[src/rtl/imem_uart_loader.sv]
// Boot loader: parses a length-prefixed UART byte stream into little-endian 32-bit
// words for the instruction memory and holds the CPU until the image is complete.
// Optional trailing checksum byte enabled by defining IMEM_LOADER_CSUM_EN.
module imem_uart_loader #(
    parameter int DEPTH       = 30,
    parameter int TIMEOUT_CYC = 50000,
    parameter int AW          = $clog2(DEPTH)
) (
    input  logic          clk,
    input  logic          rst,
    input  logic          start,
    input  logic          rx_valid,
    input  logic [7:0]    rx_data,
    output logic          wr_en,
    output logic [AW-1:0] wr_addr,
    output logic [31:0]   wr_data,
    output logic          cpu_hold,
    output logic          busy,
    output logic          done,
    output logic [1:0]    err
);
    localparam int TW = $clog2(TIMEOUT_CYC + 1);

    localparam logic [1:0] ERR_NONE = 2'b00;
    localparam logic [1:0] ERR_LEN  = 2'b01;
    localparam logic [1:0] ERR_TO   = 2'b10;
    localparam logic [1:0] ERR_CSUM = 2'b11;

    typedef enum logic [2:0] {
        S_IDLE, S_LEN0, S_LEN1, S_DATA, S_CSUM, S_FIN, S_DONE, S_ERR
    } state_t;

    state_t          state_q, state_d;
    logic [TW-1:0]   tcnt_q, tcnt_d;
    logic [15:0]     len_q, len_d;
    logic [AW-1:0]   widx_q, widx_d;
    logic [1:0]      bcnt_q, bcnt_d;
    logic [23:0]     word_q, word_d;
    logic            wr_en_d;
    logic [AW-1:0]   wr_addr_d;
    logic [31:0]     wr_data_d;
    logic [1:0]      err_d;
    logic            busy_d;
    logic [15:0]     len_rx;
`ifdef IMEM_LOADER_CSUM_EN
    logic [7:0]      csum_q, csum_d;
`endif

    assign len_rx = {rx_data, len_q[7:0]};

    always_ff @(posedge clk or posedge rst) begin
        if (rst) state_q <= S_IDLE;
        else     state_q <= state_d;
    end

    always_comb begin
        state_d   = state_q;
        tcnt_d    = tcnt_q;
        len_d     = len_q;
        widx_d    = widx_q;
        bcnt_d    = bcnt_q;
        word_d    = word_q;
        wr_en_d   = 1'b0;
        wr_addr_d = wr_addr;
        wr_data_d = wr_data;
        err_d     = err;
`ifdef IMEM_LOADER_CSUM_EN
        csum_d    = csum_q;
`endif
        case (state_q)
            S_IDLE, S_DONE, S_ERR: begin
                if (start) begin
                    state_d = S_LEN0;
                    err_d   = ERR_NONE;
                    tcnt_d  = '0;
                    widx_d  = '0;
                    bcnt_d  = '0;
`ifdef IMEM_LOADER_CSUM_EN
                    csum_d  = '0;
`endif
                end
            end
            S_FIN: state_d = S_DONE;
            default: begin
                // An arriving byte takes priority over an expiring timeout.
                if (rx_valid) begin
                    tcnt_d = '0;
                    case (state_q)
                        S_LEN0: begin
                            len_d[7:0] = rx_data;
                            state_d    = S_LEN1;
                        end
                        S_LEN1: begin
                            len_d = len_rx;
                            if (len_rx >= 16'd1 && len_rx <= 16'(DEPTH)) begin
                                state_d = S_DATA;
                            end else begin
                                state_d = S_ERR;
                                err_d   = ERR_LEN;
                            end
                        end
                        S_DATA: begin
                            bcnt_d = bcnt_q + 2'd1;
`ifdef IMEM_LOADER_CSUM_EN
                            csum_d = csum_q + rx_data;
`endif
                            case (bcnt_q)
                                2'd0: word_d[7:0]   = rx_data;
                                2'd1: word_d[15:8]  = rx_data;
                                2'd2: word_d[23:16] = rx_data;
                                default: begin
                                    wr_en_d   = 1'b1;
                                    wr_addr_d = widx_q;
                                    wr_data_d = {rx_data, word_q};
                                    widx_d    = widx_q + AW'(1);
                                    if (16'(widx_q) == len_q - 16'd1) begin
`ifdef IMEM_LOADER_CSUM_EN
                                        state_d = S_CSUM;
`else
                                        state_d = S_FIN;
`endif
                                    end
                                end
                            endcase
                        end
`ifdef IMEM_LOADER_CSUM_EN
                        S_CSUM: begin
                            if (rx_data == csum_q) begin
                                state_d = S_FIN;
                            end else begin
                                state_d = S_ERR;
                                err_d   = ERR_CSUM;
                            end
                        end
`endif
                        default: ;
                    endcase
                end else if (tcnt_q == TW'(TIMEOUT_CYC)) begin
                    state_d = S_ERR;
                    err_d   = ERR_TO;
                end else begin
                    tcnt_d = tcnt_q + TW'(1);
                end
            end
        endcase
    end

    assign busy_d = (state_d == S_LEN0) || (state_d == S_LEN1) ||
                    (state_d == S_DATA) || (state_d == S_CSUM);

    // Outputs are registered from the next-state decode so they align with the state.
    always_ff @(posedge clk or posedge rst) begin
        if (rst) begin
            tcnt_q   <= '0;
            len_q    <= '0;
            widx_q   <= '0;
            bcnt_q   <= '0;
            word_q   <= '0;
            wr_en    <= 1'b0;
            wr_addr  <= '0;
            wr_data  <= '0;
            err      <= ERR_NONE;
            busy     <= 1'b0;
            done     <= 1'b0;
            cpu_hold <= 1'b1;
`ifdef IMEM_LOADER_CSUM_EN
            csum_q   <= '0;
`endif
        end else begin
            tcnt_q   <= tcnt_d;
            len_q    <= len_d;
            widx_q   <= widx_d;
            bcnt_q   <= bcnt_d;
            word_q   <= word_d;
            wr_en    <= wr_en_d;
            wr_addr  <= wr_addr_d;
            wr_data  <= wr_data_d;
            err      <= err_d;
            busy     <= busy_d;
            done     <= (state_d == S_DONE);
            cpu_hold <= (state_d != S_DONE);
`ifdef IMEM_LOADER_CSUM_EN
            csum_q   <= csum_d;
`endif
        end
    end

endmodule

[config.mk]
export PLATFORM = sky130hd
export DESIGN_NAME = imem_uart_loader
export DESIGN_NICKNAME = d
export VERILOG_FILES = /design/src/rtl/imem_uart_loader.sv
export SDC_FILE = /design/constraint.sdc
export NUM_CORES = 1
export LEC_CHECK = 0
export CAP_MARGIN = 20
export CORE_MARGIN = 2
export CORE_UTILIZATION = 51
export CTS_CLUSTER_SIZE = 8
export DETAILED_ROUTE_END_ITERATION = 7
export PLACE_DENSITY = 0.72
export SLEW_MARGIN = 20
export SYNTH_ARGS = -nofsm -noshare
export SYNTH_HDL_FRONTEND = slang
export SYNTH_SLANG_ARGS = --single-unit
[constraint.sdc]
create_clock -name clk -period 2.9 [get_ports clk]
set_clock_uncertainty 0.05 [all_clocks]
set_input_delay 0.29 -clock clk [delete_from_list [all_inputs] [get_ports clk]]
set_output_delay 0.29 -clock clk [all_outputs]
set_load 0.05 [all_outputs]
==> results.md <==
- Worst Tran Pin Value: ~740 ps
- Finish-stage setup viols: 0
- Number of synthesized register bits: ~110
- Min-delay worst type: input pin to async pin
- Grt total ovfl: 0
- Setup Fix Bufs, Post-CTS: 0
- Die Y: 103.5 µm
- First-pass GRT wire length: about 19000 µm
- Clock Sinks: 109
- # IOs: 55
- Final period util: 0.9246
- CTS tree: built
- PnR worst setup slack: 218.5 ps
- Yosys cell types: 64
- Slowest CP cell: or4b_2
- YS warnings: 0
- Status: complete, no violations
- Area of the mapped netlist: approximately 5000 µm²
- DR iter-0 viols: approximately 200
- Crit path launch type: register
- Core area: 9684 µm²
- GPL Wtd Cong: 0.8659
- FMAX: between 300 and 400 MHz
- Layout cells sized above 1: 0.1544
- R2r setup slk: 220 ps
- Number of vias per cell: around 5.4
- Post-Synthesis Cells: 496
- Synth Net Count: around 520
- Die X-Extent: 103.5 µm
- Fin crit period: 2681 ps
- Final net count: 588
- I/O Buffers: 54
- Total Neg Setup Slack: 0 ps
- Slew margin rel.: 0.5023
- Num CTS Buffers: 9
- Via count: 3809
- Crit end category: register
- Pins over their slew limit: 0
- Drt total wl: between 10000 and 15000 µm
- Syn avg cell area: 10.18 µm²
- P_leak: 0.002766 µW
- Vias in the first global route: approximately 3700
- Area growth from synthesis to layout: 20.69%
- Seq/Total Area, Yosys: 0.5405
- Post-route ant nets: 0
- Critical path buffer and inverter count: 1
- Slowest stage delay, CP: around 620 ps
- Crit path max fanout: 8
- Kind of critical path: register to register
- Commonest non-fill, non-tap cell in the layout: nand2_1
- Commonest non-fill, non-tap cells in the layout: nand2_1, dfrtp_1, clkdlybuf4s50_1
- Max clock buf depth: 2
- Root Driver: clkbuf_8
- Effective utilization at floorplan: 0.5213
- CP Data Arrival Time: 2940 ps
- Final Hold Viols: 0
- Drt wl/cell: roughly 16 µm
- CP required: between 3000 and 4000 ps
- DRC viols: 0
- Cell row count: 36
- Crit path max-delay family: simple AND/OR/NAND/NOR gates
- Dpl ws: 153.7 ps
- Worst IR Drop VDD: about 0.55 mV
- Clock latency at the later pin of the worst-skew pair: 380 ps
- Pin count of the biggest net entering global routing: 45
- Unrepaired setup endpoints after global routing: no
- Crit-path cells: inv_1, ha_2, or4b_2, nor2_1, xnor2_1, o211ai_1, o31ai_2, or3b_1
- PD cells: 1038 nW/µm²
- Top FF cell, synth: dfrtp_1
- Initial antenna violation count: 0
- Ys async rst share: 1.000
- Max_cap viols: 0
- Clock-pin slew on the worst setup and hold paths: approximately 100 ps
- DP Wirelength: 7843 µm
- Post-synth EDFFs: 0
- GRT Total Usage: 0.2300
- Initial DRT Pass Iterations: 4
- Die ar.: roughly 11000 µm²
- N_diodes: 0
- H-tree lvl count: 3
-- metal layers --
metal  GRT usage  vias up  wire length [µm]
met2      0.3524       62              5261
met3     0.04503       10               380
met1      0.3361     1903              5510
li1            -     1834                 -
met5           0        -                 0
met4     0.06579        0               133
-- cell families (layout without fill, tap and decap cells) --
logic type,Yosys count,in the layout,share of synthesized area
AND/OR/NAND/NOR,231,231,0.2139
flip-flops,109,109,0.5405
AO/OA/AOI/OAI,55,55,0.07237
multiplexers,40,40,0.08872
buffers and inverters,32,106,0.02652
XOR/XNOR,18,18,0.03123
adder cells (fa/ha/maj),11,11,0.02677
-- cells in the mapped netlist, types with 2 or more instances --
master / n / area [µm²]
a2111oi_0: 2 / 17.52
a21o_1: 2 / 15.01
a21oi_1: 10 / 50.05
and2_1: 2 / 12.51
and3_1: 2 / 12.51
buf_1: 2 / 7.510
buf_2: 2 / 10.01
clkbuf_1: 9 / 33.78
dfrtp_1: 108 / 2703
ha_1: 10 / 125.1
inv_1: 16 / 60.06
mux2_2: 38 / 427.9
mux2i_1: 2 / 20.02
nand2_1: 134 / 503.0
nand2b_1: 3 / 18.77
nand3_1: 7 / 35.03
nand4_1: 6 / 37.54
nand4b_1: 3 / 26.28
nor2_1: 29 / 108.9
nor2b_1: 4 / 25.02
nor3_1: 11 / 55.05
nor4_1: 10 / 62.56
o211ai_1: 2 / 15.01
o21ai_0: 17 / 85.08
o221ai_1: 2 / 17.52
o22a_1: 2 / 17.52
o22ai_1: 3 / 18.77
o31ai_1: 3 / 22.52
or3_1: 4 / 25.02
xnor2_1: 12 / 105.1
xor2_1: 6 / 52.55
-- final cells by class --
cell class,instances,area (µm²)
fill,820,3591
clock inverter,5,88.84
timing repair buffer,74,715.7
clock buffer,10,137.6
sequential,109,2729
inverter,17,67.56
tap,133,166.4
multi-input combinational,355,2188
-- power breakdown --
part	total [µW]	switching, µW	internal [µW]
clock network	1060	546	518
logic	2750	1680	1080
registers	2510	439	2070
-- sequential cells by signal (all words and copies together), names as in the netlist --
| signal | flops |
|---|---|
| word_q | 24 |
| err | 2 |
| wr_en | 1 |
| state_q | 3 |
| len_q | 16 |
| busy | 1 |
| wr_addr | 5 |
| widx_q | 5 |
| done | 1 |
| tcnt_q | 16 |
| wr_data | 32 |
| bcnt_q | 2 |
| cpu_hold | 1 |
-- what timing repair did --
item | CTS | global route
setup endpoints to repair | 0 | 1
gates resized for setup | 0 | 1
hold buffers | 0 | 0
-- per-stage QoR --
step	cell area, µm²	instances	utilization	hold slack, ps	total power (µW)
global route	6093	703	0.6292	378.3	6704
floorplan	5052	496	-	345.4	4406
detailed placement	5864	688	0.6056	402.4	5283
CTS	6091	703	0.6289	340.8	6353
finish	6093	703	0.6292	319.7	6323
global placement	5864	688	0.6056	390.6	5202
-- final timing paths --
kind / start / end / cells after the start
max: len_q[1] / cpu_hold / 8
min: rst / len_q[7] / 2
max reg2reg: len_q[1] / cpu_hold / 8
min reg2reg: word_q[0] / wr_data[0] / 2
max in group asynchronous: rst / wr_data[28] / 3
min in group clk: word_q[0] / wr_data[0] / 2
No activity file was read; power rests on OpenSTA's default activity.
